## config.mk

```make
export PLATFORM = sky130hd
export DESIGN_NAME = pixel_write_packer
export DESIGN_NICKNAME = d
export VERILOG_FILES = /design/src/rtl/pixel_write_packer.sv
export SDC_FILE = /design/constraint.sdc
export NUM_CORES = 1
export LEC_CHECK = 0
export ABC_AREA = 1
export BUFFER_PORTS_ARGS = -buffer_cell sky130_fd_sc_hd__buf_2
export CORE_AREA = 2 2 229 141
export DETAILED_ROUTE_END_ITERATION = 16
export DIE_AREA = 0 0 231 143
export HOLD_SLACK_MARGIN = 0.02
export PLACE_DENSITY = 0.85
export SYNTH_ARGS = -nofsm -noshare
export SYNTH_HDL_FRONTEND = slang
export SYNTH_SLANG_ARGS = --single-unit
export TNS_END_PERCENT = 20
```

## constraint.sdc

```tcl
create_clock -name clk -period 12 [get_ports clk]
set_clock_uncertainty 0.05 [all_clocks]
set_input_delay 2.4 -clock clk [delete_from_list [all_inputs] [get_ports clk]]
set_output_delay 2.4 -clock clk [all_outputs]
set_load 0.05 [all_outputs]
```

## src/rtl/pixel_write_packer.sv

```systemverilog
// Packs 8-bit pixels little-endian into 32-bit words, buffers them in a small FIFO and
// streams them to SDRAM as single-word Avalon-MM writes at consecutive addresses.
module pixel_write_packer #(
  parameter int unsigned ADDRWIDTH  = 32,
  parameter int unsigned DATAWIDTH  = 32,
  parameter int unsigned FIFO_DEPTH = 8,
  parameter int unsigned CNTWIDTH   = 24
) (
  input  logic                   clk,
  input  logic                   reset_n,
  input  logic                   start,
  input  logic [ADDRWIDTH-1:0]   base_addr,
  input  logic [CNTWIDTH-1:0]    pixel_count,
  input  logic                   pix_valid,
  input  logic [7:0]             pix_data,
  output logic                   pix_ready,
  output logic [ADDRWIDTH-1:0]   master_address,
  output logic                   master_write,
  output logic [DATAWIDTH-1:0]   master_writedata,
  output logic [DATAWIDTH/8-1:0] master_byteenable,
  input  logic                   master_waitrequest,
  output logic                   busy,
  output logic                   done,
  output logic [CNTWIDTH-1:0]    words_written
);

  localparam int unsigned PtrW = $clog2(FIFO_DEPTH) + 1;
  localparam int unsigned BeW  = DATAWIDTH / 8;

  typedef enum logic [1:0] {StIdle, StRun, StDrain, StDone} state_e;

  state_e                 state_q, state_d;
  logic [ADDRWIDTH-1:0]   addr_q, addr_d;
  logic [CNTWIDTH-1:0]    count_q, count_d;
  logic [CNTWIDTH-1:0]    acc_q, acc_d, acc_inc;
  logic [CNTWIDTH-1:0]    ww_q, ww_d;
  logic [DATAWIDTH-1:0]   pack_q, pack_d, new_word;
  logic [1:0]             idx_q, idx_d;
  logic [PtrW-1:0]        wptr_q, wptr_d, rptr_q, rptr_d;
  logic [DATAWIDTH-1:0]   mem_data_q [FIFO_DEPTH];
  logic [BeW-1:0]         mem_be_q [FIFO_DEPTH];
  logic [BeW-1:0]         new_be;
  logic                   fifo_empty, fifo_full, last_pix, completes;
  logic                   accept, push, pop;

  always_comb begin
    fifo_empty = (wptr_q == rptr_q);
    fifo_full  = (wptr_q[PtrW-1] != rptr_q[PtrW-1]) &&
                 (wptr_q[PtrW-2:0] == rptr_q[PtrW-2:0]);
    acc_inc    = acc_q + 1'b1;
    last_pix   = (acc_inc == count_q);
    completes  = (idx_q == 2'd3) || last_pix;
    // A pixel that does not complete a word only needs the pack register, not a FIFO slot.
    pix_ready    = (state_q == StRun) && (acc_q < count_q) && (!fifo_full || !completes);
    accept       = pix_valid && pix_ready;
    push         = accept && completes;
    master_write = !fifo_empty && ((state_q == StRun) || (state_q == StDrain));
    pop          = master_write && !master_waitrequest;

    new_word = pack_q;
    new_word[{idx_q, 3'b000} +: 8] = pix_data;
    unique case (idx_q)
      2'd0:    new_be = BeW'(4'b0001);
      2'd1:    new_be = BeW'(4'b0011);
      2'd2:    new_be = BeW'(4'b0111);
      default: new_be = BeW'(4'b1111);
    endcase
  end

  always_comb begin
    master_address    = addr_q;
    master_writedata  = master_write ? mem_data_q[rptr_q[PtrW-2:0]] : '0;
    master_byteenable = master_write ? mem_be_q[rptr_q[PtrW-2:0]] : '0;
    busy              = (state_q != StIdle);
    done              = (state_q == StDone);
    words_written     = ww_q;
  end

  always_comb begin
    state_d = state_q;
    addr_d  = addr_q;
    count_d = count_q;
    acc_d   = acc_q;
    ww_d    = ww_q;
    pack_d  = pack_q;
    idx_d   = idx_q;
    wptr_d  = wptr_q;
    rptr_d  = rptr_q;

    if (pop) begin
      rptr_d = rptr_q + 1'b1;
      addr_d = addr_q + ADDRWIDTH'(4);
      ww_d   = ww_q + 1'b1;
    end
    if (push) begin
      wptr_d = wptr_q + 1'b1;
    end
    if (accept) begin
      acc_d = acc_inc;
      if (completes) begin
        pack_d = '0;
        idx_d  = '0;
      end else begin
        pack_d = new_word;
        idx_d  = idx_q + 1'b1;
      end
    end

    unique case (state_q)
      StIdle: begin
        if (start) begin
          count_d = pixel_count;
          acc_d   = '0;
          ww_d    = '0;
          pack_d  = '0;
          idx_d   = '0;
          addr_d  = {base_addr[ADDRWIDTH-1:2], 2'b00};
          state_d = (pixel_count == '0) ? StDone : StRun;
        end
      end
      StRun: begin
        if (accept && last_pix) state_d = StDrain;
      end
      StDrain: begin
        if (fifo_empty) state_d = StDone;
      end
      default: state_d = StIdle;
    endcase
  end

  always_ff @(posedge clk) begin
    if (!reset_n) begin
      state_q <= StIdle;
      addr_q  <= '0;
      count_q <= '0;
      acc_q   <= '0;
      ww_q    <= '0;
      pack_q  <= '0;
      idx_q   <= '0;
      wptr_q  <= '0;
      rptr_q  <= '0;
    end else begin
      state_q <= state_d;
      addr_q  <= addr_d;
      count_q <= count_d;
      acc_q   <= acc_d;
      ww_q    <= ww_d;
      pack_q  <= pack_d;
      idx_q   <= idx_d;
      wptr_q  <= wptr_d;
      rptr_q  <= rptr_d;
    end
  end

  // Storage needs no reset: the head is only presented while the pointers say it is valid.
  always_ff @(posedge clk) begin
    if (push) begin
      mem_data_q[wptr_q[PtrW-2:0]] <= new_word;
      mem_be_q[wptr_q[PtrW-2:0]]   <= new_be;
    end
  end

endmodule

```

Word level (Yosys, flattened, before mapping)
Memory sizes are Yosys's and may differ from the RTL's. A register that Yosys moved wholly into a read port is not among the register bits.
Cells that the tools add are included.
{"block": "word_totals", "regBits": 148, "mem_bits_rw": 288, "in_bits": 69, "wordCells": 87, "n_memories": 2}
{"memory": "mem_data_q", "words": 8, "width": 32, "rd": 1, "rd_clocked_by_memory_dff": 1, "wr": 1, "line": "40", "rtl": "logic [DATAWIDTH-1:0] mem_data_q [FIFO_DEPTH];"}
{"memory": "mem_be_q", "words": 8, "width": 4, "rd": 1, "rd_clocked_by_memory_dff": 1, "wr": 1, "line": "41", "rtl": "logic [BeW-1:0] mem_be_q [FIFO_DEPTH];"}
{"block": "classes", "addsub": 7, "magnitude_cmp": 1, "n_eq_ne": 13, "shifts": 2, "mux": 32, "reduce_logical": 21}
{"op": "32-bit 2-to-1 mux", "n": 8}
{"op": "24-bit 2-to-1 mux", "n": 6}
{"op": "24-bit by 1-bit adder with 24-bit output, second input constant", "n": 2}
{"op": "32-bit by 3-bit adder with 32-bit output, second input constant", "n": 1}
{"op": "32-bit bitwise mux", "n": 1}
{"op": "8-bit by 7-bit variable shift with 32-bit output, first input constant", "n": 1}
{"op": "8-bit by 7-bit indexed part select with 32-bit output", "n": 1}
{"op": "24-bit equality test", "n": 1}
{"op": "24-bit zero test", "n": 1}
{"op": "24-bit less-than comparator", "n": 1}
{"op": "2-bit 2-to-1 mux", "n": 8}
{"op": "3-bit 2-to-1 mux", "n": 4}
{"op": "4-bit case mux with 3 select lines", "n": 1}
{"op": "4-bit by 1-bit adder with 4-bit output, second input constant", "n": 2}
{"op": "2-bit equality test, second input constant", "n": 4}
{"op": "1-bit logical AND", "n": 8}
{"op": "5-bit negation with 7-bit output", "n": 1}
{"op": "2-bit case mux with 3 select lines", "n": 1}
{"op": "2-bit by 1-bit equality test with 1-bit output, second input constant", "n": 2}
{"op": "4-bit equality test", "n": 1}
{"op": "1-bit zero test", "n": 4}
{"op": "2-bit zero test", "n": 2}
{"op": "4-bit 2-to-1 mux", "n": 1}
{"op": "2-bit != test, second input constant", "n": 2}
{"op": "9 further kinds", "n": 12}

Longest topological paths before layout
Gate-level depths: netlist of the first run.
{"block": "depth", "depth_word": 10, "ltp_mapped": 21, "depth_no_buf": 21}

Least setup slack after synthesis of the first run
No wires, ideal clock.
{"block": "synth_timing", "kind": "input to register", "startpoint": "in pix_valid", "endpoint": "mem mem_be_q[1][1] (netlist name) (enable)", "setup_time_ps": 471, "t_arrival_ps": 5191, "required_time_ps": 11479, "path_slack_ps": 6288, "path_stages": 4, "cell_sequence": "nand4_2 inv_1 nand2_1 nor3_1"}
{"block": "synth_via", "elab_chain_cells": 4}
{"element": "start: declaration", "line": "14", "rtl": "input logic pix_valid,"}
{"element": "1-bit logical AND", "line": "55", "rtl": "accept = pix_valid && pix_ready;"}
{"element": "1-bit logical AND", "line": "56", "rtl": "push = accept && completes;"}
{"element": "1-bit 2-to-1 mux", "line": "157", "rtl": "if (push) begin"}
{"element": "1-bit 2-to-1 mux (not written as such)", "line": "159", "rtl": "mem_be_q[wptr_q[PtrW-2:0]] <= new_be;"}
{"element": "end: declaration", "line": "41"}
No other way between the ends.

==> impl_metrics.yaml, run 1 <==
clocking:
  cts_root_buf: "clkbuf_16"
  clock_path_buffers: 3
  cts_post_setup_buffers_inserted: 0
  insertion_delay_ns: 0.55
  cts_tree: "yes"
  cts_made_buffers: 39
  cts_hold_buf: 0
  clk_pin_slew_worst_paths_ns: 0.07
  htree_num_levels: 2
  ctsResizeCount: 0
  cts_sinks: 429
timing:
  setup_violations: 0
  finalHoldWorstSlack_ns: 0.4191
  grt_setup_unrepaired: "false"
  slew_violations: 0
  totalNegativeSetupSlack_ns: 0
  period_minus_slack_ns: 5.992
  maxClockFrequency_mhz: 166.9
  slew_of_the_pin_with_the_lowest_slew_margin_ns: 1.414
  relSlewSlack: 0.05422
  min_period_over_period: 0.4994
  report.final.hold_viol_count: 0
logic_synthesis:
  synth.distinct_cells: 50
  yosysTopAreaCellShare: 0.4227
  ys_warn_count: 0
  yosys_register_bits: 429
  synth_seq_area_share: 0.5727
  share_of_flip_flops_with_an_asynchronous_set_or_reset: 0
  post_synth.cell_area_avg_um2: 9.246
  synthMostInstantiatedCell: "nand2_1"
  synth_area_um2: 19890
  post_synth_most_frequent_cells: "544 x nand2_1, 280 x edfxtp_1, 184 x nor2_1, 176 x a21oi_1, 164 x inv_1"
  yosysTopAreaCell: "edfxtp_1"
  syn-instance-count: 2151
  synth.top_cells.by_area: "edfxtp_1 42%, dfxtp_1 15%, nand2_1 10%"
  synth-edff-count: 280
  synth_ff_type: "edfxtp_1"
power:
  design_power_total_mw: 3.796
  power-per-cell-area_nw_per_um2: 171.0
  power.leakage_nw: 8.675
  largest_voltage_drop_on_the_vdd_net_v: 0.00009584
global_routing:
  grt_pass1_wl_mm: 80.67
  grt-ovfl-total: 0
  grt_antenna_before_repair: 0
  gr-usage-all-layers: 0.3125
  number_of_global_route_vias_before_repair: 15520
  largest_net_degree_at_the_start_of_global_routing: 96
floorplan:
  floorplan.initialDensity: 0.6462
  top_level_ports: 165
  core_area_um2: 30780
  design.die.area_um2: 33030
  die_x_um: 231
  die_y_um: 143
  core.rowCount: 50
job:
  cap_viol_max_count: 0
worst_setup_path:
  cp_slowest_stage_delay_ns: 0.83
  endpoint_kind: "primary output"
  timing.critical_path.mode_cell: "nand2_1"
  worst-r2r-cell-count: 17
  path_max_fanout: 93
  reg2reg_slack_ns: 7.80
  worstPathCellList: "inv_4 -> buf_4 -> nand2_1 -> a32o_1 -> nand2_1 -> o21ai_0 -> nor2_1 -> buf_2"
  worst_path_max_delay_cell: "buf_4"
  worst-endpoint-arrival_ns: 3.54
  critical_path.startpoint_type: "flop"
  cp.required_ns: 9.55
  crit_path_class: "flop to primary output"
final_layout:
  fraction_of_final_layout_cells_sized_beyond_drive_strength_1: 0.1208
  syn_to_final_growth_pct: 11.62
  antenna_cells_inserted: 0
  layout.nets: 2372
status:
  status: "finished clean"
placement:
  place.gp.congestion: 0.9786
  detailedPlacementHpwl_mm: 32.31
  placement.io_buffers: 160
route:
  postRouteWirelength_mm: 52.03
  route.antenna.remaining_nets: 0
  route.detailed.drc: 0
  detail_route.wl_per_cell_um: 19.21
  drt_first_iter_violations: 2240
  drtPass1Iterations: 6
  viasPerCell: 6.089
  vias: 16500
worst_hold_path:
  min_path_cells: 2
  min-delay-path-class: "flop to flop"
-- sequential cells by signal (all words and copies together), names as in the netlist, named ones only --
signal	flops
mem_data_q	256
pack_q	32
master_address	30
acc_q	24
count_q	24
mem_be_q	24
words_written	24
rptr_q	4
wptr_q	4
idx_q	2
state_q	2
-- final timing paths --
| kind | from | endpoint |
|---|---|---|
| max | flop | master_writedata[1] |
| min | pack_q[20] | pack_q[20] |
| max reg2reg | acc_q[1] | mem_be_q[0][2] |
| min reg2reg | pack_q[20] | pack_q[20] |
-- worst max-delay path: cells and delay by family (launching register included) --
family	cells	cell delay (ns)
buffers and inverters	3	1.58
flip-flops	1	0.50
AND/OR/NAND/NOR	3	0.42
AO/OA/AOI/OAI	2	0.37
-- stage by stage --
step / utilization / setup slack (ns) / cell area, um^2 / cells
global route: 0.7213 / 5.784 / 22200 / 2709
floorplan: - / 6.288 / 19890 / 2152
global placement: 0.6806 / 6.722 / 20950 / 2637
detailed placement: 0.6806 / 6.652 / 20950 / 2637
CTS: 0.7213 / 6.055 / 22200 / 2709
finish: 0.7213 / 6.008 / 22200 / 2709
-- placed cells by master, fill, tap and decap left out, drive strengths merged, types with 3 or more instances in the layout --
| cell | instances |
|---|---|
| a21oi | 176 |
| a32o | 35 |
| a32oi | 35 |
| buf | 177 |
| bufinv | 3 |
| clkbuf | 51 |
| clkinv | 20 |
| dfxtp | 149 |
| edfxtp | 280 |
| ha | 41 |
| inv | 169 |
| nand2 | 552 |
| nand3 | 114 |
| nand4 | 31 |
| nor2 | 195 |
| nor3 | 25 |
| nor4 | 12 |
| o211ai | 12 |
| o21ai | 131 |
| o221ai | 5 |
| o22ai | 10 |
| o32ai | 7 |
| or2 | 3 |
| xnor2 | 16 |
| xor2 | 30 |
-- kinds of logic (layout without fill, tap and decap cells) --
family | Yosys count | count (layout) | share of synthesized area
DFF | 429 | 429 | 0.5727
buffers and inverters | 280 | 421 | 0.05586
AOI/OAI and AO/OA | 417 | 417 | 0.1259
other | 1 | 2 | 0.0001885
adders and majority gates | 41 | 41 | 0.02579
xor gates and xnor gates | 46 | 46 | 0.02026
and+or+nand+nor | 937 | 937 | 0.1992
-- power by group --
group / switching (mW) / leakage, nW / total (mW) / internal (mW)
logic: 0.572 / 3.87 / 0.781 / 0.208
registers: 0.0952 / 4.19 / 1.78 / 1.68
clock network: 0.543 / 0.616 / 1.24 / 0.693
total: 1.21 / 8.68 / 3.80 / 2.59
-- metal layers --
layer  vias to the layer above  GRT usage  part of all wire
met5                         -          0                 0
met4                         0    0.09677             0.024
li1                       7629          -                 -
met1                      7744     0.4489              0.41
met2                       995     0.4857              0.44
met3                       128    0.05871              0.12
-- area by class of cell --
type                            count  area [um^2]
Clock inverter                     21        190.2
Timing Repair Buffer              177        928.4
Multi-Input combinational cell   1443         7448
Fill cell                        2135         8579
Inverter                          172        650.6
Tap cell                          416        520.5
Clock buffer                       51         1062
Sequential cell                   429        11400
No activity file was read; power rests on OpenSTA's default activity.
==> run 2, diff against run 1 <==
Settings changed: ABC_AREA 1 to 0, CORE_AREA 2 2 229 141 to 2 2 233 143, DIE_AREA 0 0 231 143 to 0 0 235 145, PLACE_DENSITY 0.85 to 0.8.
Clock period 12 ns to 5.53 ns, I/O delays scaled along.
==> impl_metrics.yaml, run 2 <==
status:
  status: "finished clean"
final_layout:
  largest_register_ffs: 256
  antenna_cells_inserted: 0
  leading_cell_type_in_the_layout_fill_and_taps_excluded: "edfxtp_1"
  syn_to_final_growth_pct: 14.01
  mostFrequentLayoutCells: "280 x edfxtp_1, 160 x buf_2, 146 x dfxtp_1"
  layout.nets: 1730
  fraction_of_final_layout_cells_sized_beyond_drive_strength_1: 0.2132
  filler_cell_count: 2206
  layout.core_utilization: 0.6788
worst_hold_path:
  min-delay-path-class: "flop to flop"
  min_from: "count_q[2]"
route:
  vias: 12500
  top_layer_used: "met4"
  drt-met1-wl_mm: 19.49
  detail_route.wl_per_cell_um: 20.98
  route.antenna.remaining_nets: 0
  route.detailed.drc: 0
  drtPass1Iterations: 5
  viasPerCell: 6.022
  met3RoutedLength_mm: 3.774
  drt_first_iter_violations: 1368
  postRouteWirelength_mm: 43.53
  dr_wl_met2_mm: 19.59
floorplan:
  die_x_um: 235
  design.die.area_um2: 34080
  floorplan.initialDensity: 0.5954
  core_area_um2: 31970
  top_level_ports: 165
  core.rowCount: 51
  die_y_um: 145
global_routing:
  grt_antenna_before_repair: 0
  largest_net_degree_at_the_start_of_global_routing: 86
  gr-usage-all-layers: 0.2538
  grt-ovfl-total: 0
  grt_pass1_wl_mm: 68.12
  number_of_global_route_vias_before_repair: 12130
logic_synthesis:
  post_synth.cell_area_avg_um2: 12.92
  synth.top_cells.by_area: "edfxtp_1 44%, dfxtp_1 16%, mux4_2 8.3%"
  synth_area_um2: 19030
  share_of_flip_flops_with_an_asynchronous_set_or_reset: 0
  yosysTopAreaCell: "edfxtp_1"
  ys_warn_count: 0
  synth_ff_type: "edfxtp_1"
  synth-edff-count: 280
  yosysTopAreaCellShare: 0.4417
  synth_seq_area_share: 0.5984
  post_synth_most_frequent_cells: "280 x edfxtp_1, 149 x dfxtp_1, 138 x nand2_1, 105 x nor2_1, 70 x mux4_2"
  synth.distinct_cells: 72
  syn-instance-count: 1473
  synthMostInstantiatedCell: "edfxtp_1"
  yosys_register_bits: 429
worst_setup_path:
  reg2reg_slack_ns: 0.62
  worst_path_dominant_cell_family: "simple AND/OR/NAND/NOR gates"
  path_max_fanout: 21
  worst_path_max_delay_cell: "dfxtp_1"
  critical_path.reg2reg.startpoint: "acc_q[4]"
  worst-endpoint-arrival_ns: 4.09
  startpoint: "acc_q[4]"
  cp_slowest_stage_delay_ns: 0.63
  worst-r2r-cell-count: 10
  crit_path_class: "flop to primary output"
  worstPathBufferInverterCount: 2
  worstPathCellList: "and4_1 -> nand2_1 -> or4_1 -> a32oi_1 -> nand4b_1 -> o31ai_4 -> buf_4 -> a21boi_0 -> buf_2"
  endpoint_kind: "primary output"
  crit_path_end: "pix_ready"
  critical_path.startpoint_type: "flop"
  cp.required_ns: 4.37
  cp_num_cells: 9
  worst_reg2reg_path_endpoint: "mem_be_q[4][2]"
timing:
  report.final.hold_viol_count: 0
  relSlewSlack: 0.1984
  min_period_over_period: 0.9482
  slew_of_the_pin_with_the_lowest_slew_margin_ns: 1.190
  setup_violations: 0
  maxClockFrequency_mhz: 190.7
  period_minus_slack_ns: 5.244
  slew_violations: 0
  grt_setup_unrepaired: "false"
clocking:
  ctsResizeCount: 0
  cts_post_setup_buffers_inserted: 0
  cts_tree: "yes"
  clk_pin_slew_worst_paths_ns: 0.07
  htree_num_levels: 2
  cts_hold_buf: 0
  insertion_delay_ns: 0.53
  cts_made_buffers: 39
  clock_path_buffers: 3
  cts_root_buf: "clkbuf_16"
  cts_sinks: 429
power:
  power-per-cell-area_nw_per_um2: 356.1
  design_power_total_mw: 7.729
  largest_voltage_drop_on_the_vdd_net_v: 0.0002898
  power.leakage_nw: 7.716
job:
  cap_viol_max_count: 0
placement:
  placement.io_buffers: 160
  detailedPlacementHpwl_mm: 27.55
  place.gp.congestion: 0.9037
==> run 2: cell count changes after synthesis, moves of 40 or more <==
cell     change
a21oi_1    -143
a22o_1      +41
inv_1       -98
mux2i_1     +40
mux4_2      +70
nand2_1    -406
nand3_1     -82
nor2_1      -79
o21ai_0     -63
==> run 2: cell families (layout without fill, tap and decap cells) <==
family,count (synthesis),after routing,synth area share
other,1,2,0.0001970
buffers and inverters,149,326,0.03175
AO/OA/AOI/OAI,242,242,0.09038
XOR/XNOR,95,95,0.04371
adder cells (fa/ha/maj),41,41,0.02695
AND/OR/NAND/NOR,405,405,0.1041
multiplexers,111,111,0.1044
flip-flops,429,429,0.5984
==> run 2: worst reg2reg max path, cell delays in order, from the launching register on <==
cell	delay (ns)
dfxtp_1	0.63
and4_1	0.54
nand2_1	0.38
or4_1	0.50
a32oi_1	0.21
nand4b_1	0.20
o31ai_4	0.36
or3b_1	0.61
or2_4	0.38
nor3_4	0.11
buf_4	0.54
==> run 2: area by class of cell <==
cell class                      count  area (um^2)  area share
Tap cell                          424        530.5     0.02445
Clock inverter                     19        234.0     0.01078
Multi-Input combinational cell    896         7128      0.3285
Timing Repair Buffer              187         1041     0.04797
Sequential cell                   429        11400      0.5252
Inverter                           67        251.5     0.01159
Clock buffer                       53         1120     0.05160
==> run 2: layer usage <==
metal | up-vias | track usage
li1 | 5782 | -
met1 | 6143 | 0.3760
met2 | 509 | 0.3847
met3 | 61 | 0.05860
met4 | 0 | 0.05696
met5 | - | 0
==> run 2: where the power goes <==
part	internal (mW)	switching (mW)
sequential	3.55	0.127
combinational	0.358	0.860
clock	1.66	1.17
==> run 2: worst min path at each step <==
stage,slack (ns),cells after the start,endpoint
6_report,0.43,2,count_q[2]
5_1_grt,0.45,1,pack_q[23]
4_1_cts,0.43,2,count_q[2]
3_5_place_dp,0.42,1,pack_q[31]
3_3_place_gp,0.41,2,count_q[2]
2_1_floorplan,0.39,2,count_q[2]
==> run 2: stage by stage <==
step                      setup TNS, ns  hold WS, ns  setup slack, ns  instance area (um^2)  cells
after CTS                             0       0.4327           0.3696                 21700   2075
after global placement                0       0.4107           0.8655                 20350   2003
final                                 0       0.4283           0.2862                 21700   2075
after global routing                  0       0.4482           0.1056                 21700   2075
after detailed placement              0       0.4152           0.7538                 20350   2003
after floorplan                 -128.78       0.3935           -1.305                 19040   1474
